<file path="config.mk">
export PLATFORM = sky130hd
export DESIGN_NAME = pc_stack_unit_flat
export DESIGN_NICKNAME = d
export VERILOG_FILES = /design/src/rtl/pc_stack_unit_if.sv /design/src/rtl/pc_stack_unit.sv /design/src/flat_wrapper.sv
export SDC_FILE = /design/constraint.sdc
export NUM_CORES = 1
export LEC_CHECK = 0
export ABC_CLOCK_PERIOD_IN_PS = 4400
export BUFFER_PORTS_ARGS = -buffer_cell sky130_fd_sc_hd__buf_2
export CORE_MARGIN = 2
export CORE_UTILIZATION = 35
export CTS_CLUSTER_SIZE = 12
export DETAILED_ROUTE_END_ITERATION = 7
export PLACE_DENSITY = 0.53
export SLEW_MARGIN = 20
export SYNTH_ARGS = -nofsm -noshare
export SYNTH_HDL_FRONTEND = slang
export SYNTH_SLANG_ARGS = --single-unit
</file>
<file path="constraint.sdc">
create_clock -name clk -period 4.4 [get_ports clk]
set_clock_uncertainty 0.05 [all_clocks]
set_input_delay 0.88 -clock clk [delete_from_list [all_inputs] [get_ports clk]]
set_output_delay 0.88 -clock clk [all_outputs]
set_load 0.005 [all_outputs]
</file>
<file path="src/rtl/pc_stack_unit_if.sv">
// pc_stack_unit_if: control-unit strobes into the PC/return-stack stage and its registered state back out.
interface pc_stack_unit_if #(
    parameter int PC_WIDTH    = 10,
    parameter int STACK_DEPTH = 8
);
    logic                             write_pc;
    logic [2:0]                       branch;
    logic                             push;
    logic                             pop;
    logic                             add_pc;
    logic                             brfl_control;
    logic                             flag_true;
    logic [PC_WIDTH-1:0]              reg_target;
    logic [PC_WIDTH-1:0]              imm_target;
    logic [PC_WIDTH-1:0]              offset;
    logic [PC_WIDTH-1:0]              pc;
    logic                             halted;
    logic                             stack_overflow;
    logic                             stack_underflow;
    logic [$clog2(STACK_DEPTH):0]     sp;

    modport master (
        output write_pc, branch, push, pop, add_pc, brfl_control, flag_true,
               reg_target, imm_target, offset,
        input  pc, halted, stack_overflow, stack_underflow, sp
    );

    modport slave (
        input  write_pc, branch, push, pop, add_pc, brfl_control, flag_true,
               reg_target, imm_target, offset,
        output pc, halted, stack_overflow, stack_underflow, sp
    );
endinterface

</file>
<file path="src/rtl/pc_stack_unit.sv">
// pc_stack_unit: next-PC selection for sequential/jr/jpc/brfl/call/ret/halt flow with a return-address LIFO.
module pc_stack_unit #(
    parameter int PC_WIDTH    = 10,
    parameter int STACK_DEPTH = 8,
    parameter int RESET_PC    = 0
) (
    input logic            clk,
    input logic            rst,
    pc_stack_unit_if.slave bus
);
    localparam int AW = $clog2(STACK_DEPTH);

    logic [PC_WIDTH-1:0] stack [STACK_DEPTH];
    logic [PC_WIDTH-1:0] pc_q, seq_pc, flow_pc, top, pop_pc;
    logic [AW:0]         sp_q, sp_m1;
    logic [AW-1:0]       waddr;
    logic                halted_q, ovf_q, unf_q, commit, is_halt, empty, full, we;

    assign sp_m1   = sp_q - 1'b1;
    assign top     = stack[sp_m1[AW-1:0]];
    assign empty   = sp_q == '0;
    assign full    = sp_q == (AW+1)'(STACK_DEPTH);
    assign commit  = bus.write_pc && !halted_q;
    assign is_halt = bus.branch == 3'b011;
    assign seq_pc  = pc_q + 1'b1;
    assign pop_pc  = top + {{(PC_WIDTH-1){1'b0}}, bus.add_pc};

    always_comb begin
        flow_pc = bus.branch == 3'b001 ? bus.reg_target :
                  bus.branch == 3'b100 ? seq_pc + bus.offset :
                  bus.branch == 3'b010 ? bus.imm_target :
                  (bus.brfl_control && bus.flag_true) ? bus.imm_target : seq_pc;
    end

    // A swap overwrites the current top; a plain push appends at sp.
    assign we    = commit && !is_halt && bus.push && (bus.pop ? !empty : !full);
    assign waddr = bus.pop ? sp_m1[AW-1:0] : sp_q[AW-1:0];

    always_ff @(posedge clk) begin
        if (we) stack[waddr] <= pc_q;
    end

    always_ff @(posedge clk) begin
        if (rst) begin
            pc_q     <= PC_WIDTH'(RESET_PC);
            sp_q     <= '0;
            halted_q <= 1'b0;
            ovf_q    <= 1'b0;
            unf_q    <= 1'b0;
        end else if (commit) begin
            if (is_halt) begin
                halted_q <= 1'b1;
            end else if (bus.pop) begin
                if (empty) begin
                    unf_q    <= 1'b1;
                    halted_q <= 1'b1;
                end else begin
                    pc_q <= pop_pc;
                    if (!bus.push) sp_q <= sp_m1;
                end
            end else if (bus.push) begin
                if (full) begin
                    ovf_q    <= 1'b1;
                    halted_q <= 1'b1;
                end else begin
                    pc_q <= bus.branch == 3'b010 ? bus.imm_target : seq_pc;
                    sp_q <= sp_q + 1'b1;
                end
            end else begin
                pc_q <= flow_pc;
            end
        end
    end

    assign bus.pc              = pc_q;
    assign bus.sp              = sp_q;
    assign bus.halted          = halted_q;
    assign bus.stack_overflow  = ovf_q;
    assign bus.stack_underflow = unf_q;
endmodule

</file>
<file path="src/flat_wrapper.sv">
// flat-port wrapper written by rule: the top's interface ports become plain ports
module pc_stack_unit_flat 
#(
    parameter int PC_WIDTH    = 10,
    parameter int STACK_DEPTH = 8,
    parameter int RESET_PC    = 0
)
  (clk, rst, bus_write_pc, bus_branch, bus_push, bus_pop, bus_add_pc, bus_brfl_control, bus_flag_true, bus_reg_target, bus_imm_target, bus_offset, bus_pc, bus_halted, bus_stack_overflow, bus_stack_underflow, bus_sp);
  pc_stack_unit_if #(.PC_WIDTH(PC_WIDTH), .STACK_DEPTH(STACK_DEPTH)) bus_i ();
  input logic clk;
  input logic rst;
  input wire logic [$bits(bus_i.write_pc)-1:0] bus_write_pc;
  input wire logic [$bits(bus_i.branch)-1:0] bus_branch;
  input wire logic [$bits(bus_i.push)-1:0] bus_push;
  input wire logic [$bits(bus_i.pop)-1:0] bus_pop;
  input wire logic [$bits(bus_i.add_pc)-1:0] bus_add_pc;
  input wire logic [$bits(bus_i.brfl_control)-1:0] bus_brfl_control;
  input wire logic [$bits(bus_i.flag_true)-1:0] bus_flag_true;
  input wire logic [$bits(bus_i.reg_target)-1:0] bus_reg_target;
  input wire logic [$bits(bus_i.imm_target)-1:0] bus_imm_target;
  input wire logic [$bits(bus_i.offset)-1:0] bus_offset;
  output wire logic [$bits(bus_i.pc)-1:0] bus_pc;
  output wire logic [$bits(bus_i.halted)-1:0] bus_halted;
  output wire logic [$bits(bus_i.stack_overflow)-1:0] bus_stack_overflow;
  output wire logic [$bits(bus_i.stack_underflow)-1:0] bus_stack_underflow;
  output wire logic [$bits(bus_i.sp)-1:0] bus_sp;
  assign bus_i.write_pc = bus_write_pc;
  assign bus_i.branch = bus_branch;
  assign bus_i.push = bus_push;
  assign bus_i.pop = bus_pop;
  assign bus_i.add_pc = bus_add_pc;
  assign bus_i.brfl_control = bus_brfl_control;
  assign bus_i.flag_true = bus_flag_true;
  assign bus_i.reg_target = bus_reg_target;
  assign bus_i.imm_target = bus_imm_target;
  assign bus_i.offset = bus_offset;
  assign bus_pc = bus_i.pc;
  assign bus_halted = bus_i.halted;
  assign bus_stack_overflow = bus_i.stack_overflow;
  assign bus_stack_underflow = bus_i.stack_underflow;
  assign bus_sp = bus_i.sp;
  pc_stack_unit #(.PC_WIDTH(PC_WIDTH), .STACK_DEPTH(STACK_DEPTH), .RESET_PC(RESET_PC)) u_core (.clk(clk), .rst(rst), .bus(bus_i));
endmodule
</file>
# --- Word level (Yosys, flattened, before mapping) ---
# Memories as Yosys holds them, arrays and structs flattened.
# Index checks and enable logic that the tools add are counted.
totals:
  ff_bits: 17
  latch_bits: 0
  ram_bits: 80
  romBits: 0
  in_bits: 41
  out_inout_bits: 17
  word_cells: 64
  n_memories: 1
classes:
  addsub: 5
  n_mul: 0
  div: 0
  magnitude_cmp: 0
  n_eq_ne: 10
  shift: 0
  muxes: 23
  bitwise_logic: 2
  n_reduce_logical: 18
mem_list:
  columns: ["memory", "depth", "word_bits", "read_ports", "rd_clocked_by_memory_dff", "wr", "line", "text"]
  rows:
  - ["u_core.stack", 8, 10, 1, 0, 1, "pc_stack_unit.sv:13", "logic [PC_WIDTH-1:0] stack [STACK_DEPTH];"]
ops:
  columns: ["cell", "count"]
  rows:
  - ["two-way mux 10 bit", 9]
  - ["two-way mux 4 bit", 5]
  - ["AND reduction 4 bit", 3]
  - ["adder 10 x 1 -> 10 bit", 1]
  - ["adder 10 x 1 -> 10 bit (second input constant)", 1]
  - ["adder 10 bit", 1]
  - ["two-way mux 1 bit", 8]
  - ["equality test 3 x 2 -> 1 bit (second input constant)", 2]
  - ["!= test 2 bit (second input constant)", 3]
  - ["AND reduction 6 bit", 1]
  - ["nonzero test 3 bit", 2]
  - ["logical AND 1 bit", 5]
  - ["AND reduction 5 bit", 1]
  - ["adder 4 x 1 -> 4 bit (second input constant)", 1]
  - ["equality test 4 bit (second input constant)", 1]
  - ["zero test 1 bit", 4]
  - ["zero test 4 bit", 1]
  - ["subtractor 4 x 1 -> 4 bit (second input constant)", 1]
  - ["equality test 3 x 1 -> 1 bit (second input constant)", 1]
  - ["equality test 3 bit (second input constant)", 1]
  - ["two-way mux 3 bit", 1]
  - ["!= test 3 x 1 -> 1 bit (second input constant)", 1]
  - ["!= test 3 bit (second input constant)", 1]
  - ["inverter 1 bit", 2]
  - ["nonzero test 2 bit", 1]

# --- Logic depth before layout (Yosys ltp) ---
logic_depth:
  word_depth: 7
  ltp_mapped: 16
  ltp_nobuf: 12

# --- Worst setup path before layout ---
# OpenSTA, ideal clock, no wires.
synth_timing:
  kind: "register to register"
  from: "register u_core.sp_q[0], in the netlist u_core.bus.sp[0]"
  to: "register u_core.pc_q[4], in the netlist u_core.bus.pc[4]"
  setup_time_ns: 0.132
  arrival_ns: 2.995
  slack_ns: 1.224
  stages_incl_launch_ff: 17
  path_buffers: 5
  synth_period_minus_slack_ns: 3.176
  path_cell_list: "dfxtp_1 > buf_4 > buf_12 > inv_4 > ha_1 > buf_6 > buf_4 > buf_2 > mux4_2 > nand2_1 > nand2_1 > ha_1 > ha_1 > a21boi_1 > xnor2_1 > a211oi_1 > nor3_1"
synth_between:
  elab_chain_cells: 5
  elab_cells_between_ends: 10
  cone_classes: "add/sub (2); eq/ne (3); mux (2); reduce/logical (2); memory (1)"
synth_lines:
  columns: ["element", "line", "text"]
  rows:
  - ["start, declared", "pc_stack_unit.sv:15", "logic [AW:0] sp_q, sp_m1;"]
  - ["start signal, assigned", "pc_stack_unit.sv:59", "if (!bus.push) sp_q <= sp_m1;"]
  - ["start signal, assigned", "pc_stack_unit.sv:67", "sp_q <= sp_q + 1'b1;"]
  - ["subtractor 4 x 1 -> 4 bit", "pc_stack_unit.sv:19", "assign sp_m1 = sp_q - 1'b1;"]
  - ["memory read (8 x 10 bit)", null, null]
  - ["adder 10 x 1 -> 10 bit", "pc_stack_unit.sv:26", "assign pop_pc = top + {{(PC_WIDTH-1){1'b0}}, bus.add_pc};"]
  - ["two-way mux 10 bit", "pc_stack_unit.sv:54", "if (empty) begin"]
  - ["two-way mux 10 bit", "pc_stack_unit.sv:53", "end else if (bus.pop) begin"]
  - ["end signal, assigned", "pc_stack_unit.sv:58", "pc_q <= pop_pc;"]
  - ["end signal, assigned", "pc_stack_unit.sv:66", "pc_q <= bus.branch == 3'b010 ? bus.imm_target : seq_pc;"]
  - ["end signal, assigned", "pc_stack_unit.sv:70", "pc_q <= flow_pc;"]
  - ["end, declared", "pc_stack_unit.sv:14", "logic [PC_WIDTH-1:0] pc_q, seq_pc, flow_pc, top, pop_pc;"]
# Several ways; a longest one is shown, not always the timed one. The select of a mux whose other input is x is not followed.
# A chain may end at the register's enable or synchronous reset.

# --- Worst setup path in the final report ---
layout_timing:
  from: "register u_core.pc_q[0], in the netlist u_core.bus.pc[0]"
  to: "register u_core.pc_q[7], in the netlist u_core.bus.pc[7]"
layout_between:
  elab_chain_cells: 7
  elab_cells_between_ends: 10
  cone_classes: "add/sub (2); mux (8)"
layout_lines:
  columns: ["element", "line", "text"]
  rows:
  - ["start signal, assigned", "pc_stack_unit.sv:45", "pc_q <= PC_WIDTH'(RESET_PC);"]
  - ["start signal, assigned", "pc_stack_unit.sv:58", null]
  - ["start signal, assigned", "pc_stack_unit.sv:66", null]
  - ["adder 10 x 1 -> 10 bit (*)", "pc_stack_unit.sv:25", "assign seq_pc = pc_q + 1'b1;"]
  - ["branches (longest 4 deep; another with adder 10 bit)", null, null]
  - ["two-way mux 10 bit (*)", "pc_stack_unit.sv:61", "end else if (bus.push) begin"]
  - ["two-way mux 10 bit (*)", "pc_stack_unit.sv:53", null]
# Mark *: on every way between the ends. The select of a mux whose other input is x is not followed.

==> qor.yml <==
power:
  combPwrFrac_pct: 22.0
  p_leak_nw: 2.27
  power_density_mw_per_mm2: 394
  vdd_drop_max_mv: 0.193
  total_power_mw: 2.42
  internal_power_mw: 1.66
  p_switching_mw: 0.756
  clockPowerShare_pct: 33.0
  switching_share_pct: 31.3
  pwr-share-seq_pct: 45.0
clock_network:
  clk_transition_reported_paths_ns: 0.08
  clkLatencyLatePin_ns: 0.36
  cts_setup_buffers: 0
  clk_path_buf_depth: 2
  cts_buffers: 9
  cts_hold_buf: 0
  cts.htree.levels: 3
  cts_resized: 0
  cts_tree: "built"
  root_buffer: "clkbuf_16"
  clock_sinks: 97
routing:
  ant_nets: 0
  vias: 3924
  drcViolationCount: 0
  dr.pass1.iters: 4
  drt-vias-per-instance: 5.57
  drt-total-wl_um: 14500
  wire_per_inst_um: 20.6
  drt_iter0_markers: 333
timing:
  slew_headroom_pct: 34.6
  finalMaxSlewViolations: 0
  tightest_slew_ns: 0.977
  rsz0062_at_grt: "false"
  setup_violations: 0
  period_needed_ns: 3.52
  fin_tns_setup_ns: 0
  clock.fmax_mhz: 284
  fin_ws_ns: 0.884
  period_share_pct: 79.9
  hold_violations: 0
  whs_ns: 0.429
yosys:
  async_flop_share_pct: 0
  ys_warn_count: 0
  netlist_instances: 456
  avgSynthCellArea_um2: 11.9
  ys_seq_area_share_pct: 50.7
  synth-main-ff-cell: "edfxtp_1"
  netlist_area_mm2: 0.00541
  synth-edff-count: 80
  syn_nets: 514
  synth_seq_cells: 97
  synth_cell_types: 67
die:
  die_x_um: 128
  core-area_mm2: 0.0151
  initial_core_util_pct: 35.7
  fp-row-count: 45
  die_height_um: 128
  io_pins: 58
  die_area_mm2: 0.0165
job:
  maxCapViolCount: 0
min_path:
  hp-class: "flop to flop"
  hp-start: "u_core.bus.stack_overflow$_SDFFE_PP0P_"
global_routing:
  grt_max_degree: 29
  grt_pass1_wl_um: 22200
  antenna_found_initial: 0
  grtUsageTotal_pct: 18.2
  grt_overflow: 0
  grt_pass1_vias: 3891
setup_path:
  worstPathMaxFanout: 16
  critPathLaunch: "u_core.bus.pc[0]$_SDFFE_PP0P_"
  endpoint_kind: "flop"
  r2r_start: "u_core.bus.pc[0]$_SDFFE_PP0P_"
  worstSetupPathType: "flop to flop"
  rrSetupSlack_ns: 0.88
  crit_required_ns: 4.59
  critPathLaunchType: "flop"
  cp_data_arrival_time_ns: 3.70
final_layout:
  area_delta_synth_final_pct: 13.4
  layout-drive-gt1-share_pct: 21.5
  nets: 569
  antennaDiodeCount: 0
  final_common_cell: "edfxtp_1"
  instances_no_fill: 704
  layout_common_cells: "edfxtp_1 (80), buf_2 (57), nor2_1 (49), nand2_1 (31), a21oi_1 (23)"
outcome:
  outcome: "complete, no violations"
place:
  dp_slack_ns: 0.919
  placed_cells: 688
  dp_hpwl_um: 10400
  io_buffers: 57
  place_congestion: 0.860
==> cells in the mapped netlist (5+ instances only) <==
library cell   n  share of area (%)
nor2b_1        6               0.69
inv_1          8               0.55
o221ai_1       5               0.81
nand3_1       17                1.6
xor2_1        15                2.4
a21oi_1       23                2.1
nand2_1       31                2.1
o21ai_0       17                1.6
dfxtp_1       17                6.3
mux2i_1       19                3.5
clkbuf_1       8               0.55
a211oi_1      14                1.9
nor3_1        10               0.92
a31oi_1        6               0.69
mux4_2        16                6.7
o211ai_1       5               0.69
ha_1          16                3.7
edfxtp_1      80                 44
nor2_1        49                3.4
xnor2_1       11                1.8
==> metrics by stage <==
step	util [%]	cell area, µm²
5_1_grt	40.5	6140
3_5_place_dp	38.5	5830
2_1_floorplan	-	5410
6_report	40.5	6140
4_1_cts	40.5	6140
3_3_place_gp	38.5	5830
==> layer usage <==
layer  vias up  global-route usage, %  wire length, µm
li1       1852                      -                -
met1      1955                   24.1             6570
met2       103                   30.7             7120
met3        14                   2.95              610
met4         0                   5.43              197
met5         -                      0                0
==> cells by family (layout without fill, tap and decap cells) <==
family | count (synthesis) | in the layout | share of synthesized area (%)
AND/OR/NAND/NOR | 143 | 143 | 13.0
flip-flops | 97 | 97 | 50.7
AO/OA/AOI/OAI | 100 | 100 | 12.4
XOR/XNOR | 28 | 28 | 5.02
buffers and inverters | 34 | 94 | 4.07
adder cells (fa/ha/maj) | 17 | 17 | 4.07
multiplexers | 37 | 37 | 10.9
==> registers in the layout, summed over array words and instances (netlist names) <==
signal and cells:
u_core.bus.stack_overflow 1, u_core.bus.stack_underflow 1, u_core.stack 80, u_core.bus.halted 1, u_core.bus.sp 4, u_core.bus.pc 10
==> power by group through the flow <==
stage	clock network [mW]	logic [mW]	registers (mW)
6_report	0.798	0.531	1.09
5_1_grt	0.844	0.583	1.09
4_1_cts	0.809	0.532	1.09
3_5_place_dp	0	0.529	1.11
3_3_place_gp	0	0.524	1.11
2_1_floorplan	0	0.392	1.09
==> cell type report <==
| class | instances | area (µm²) |
|---|---|---|
| tap | 188 | 235 |
| timing repair buffer | 67 | 360 |
| sequential | 97 | 2740 |
| clock inverter | 7 | 80.1 |
| fill | 1458 | 9010 |
| clock buffer | 9 | 225 |
| inverter | 11 | 43.8 |
| multi-input combinational | 325 | 2450 |
==> worst max-delay path, stage by stage (launching register included) <==
cell	delay, ns
dfxtp_1	0.72
ha_1	0.31
nand4_1	0.13
nor2_1	0.15
xor2_1	0.39
ha_1	0.38
a211o_1	0.28
o21ai_1	0.19
xor2_1	0.22
o211ai_1	0.15
a221oi_1	0.35
nor3_1	0.08
==> final timing paths <==
path                                                          endpoint  cells past startpoint
worst max-delay path                     u_core.bus.pc[7]$_SDFFE_PP0P_                     11
worst min-delay path            u_core.bus.stack_overflow$_SDFFE_PP0P_                      2
worst max register to register           u_core.bus.pc[7]$_SDFFE_PP0P_                     11
worst min register to register  u_core.bus.stack_overflow$_SDFFE_PP0P_                      2
Note: power is estimated with default switching activity, not from simulation.
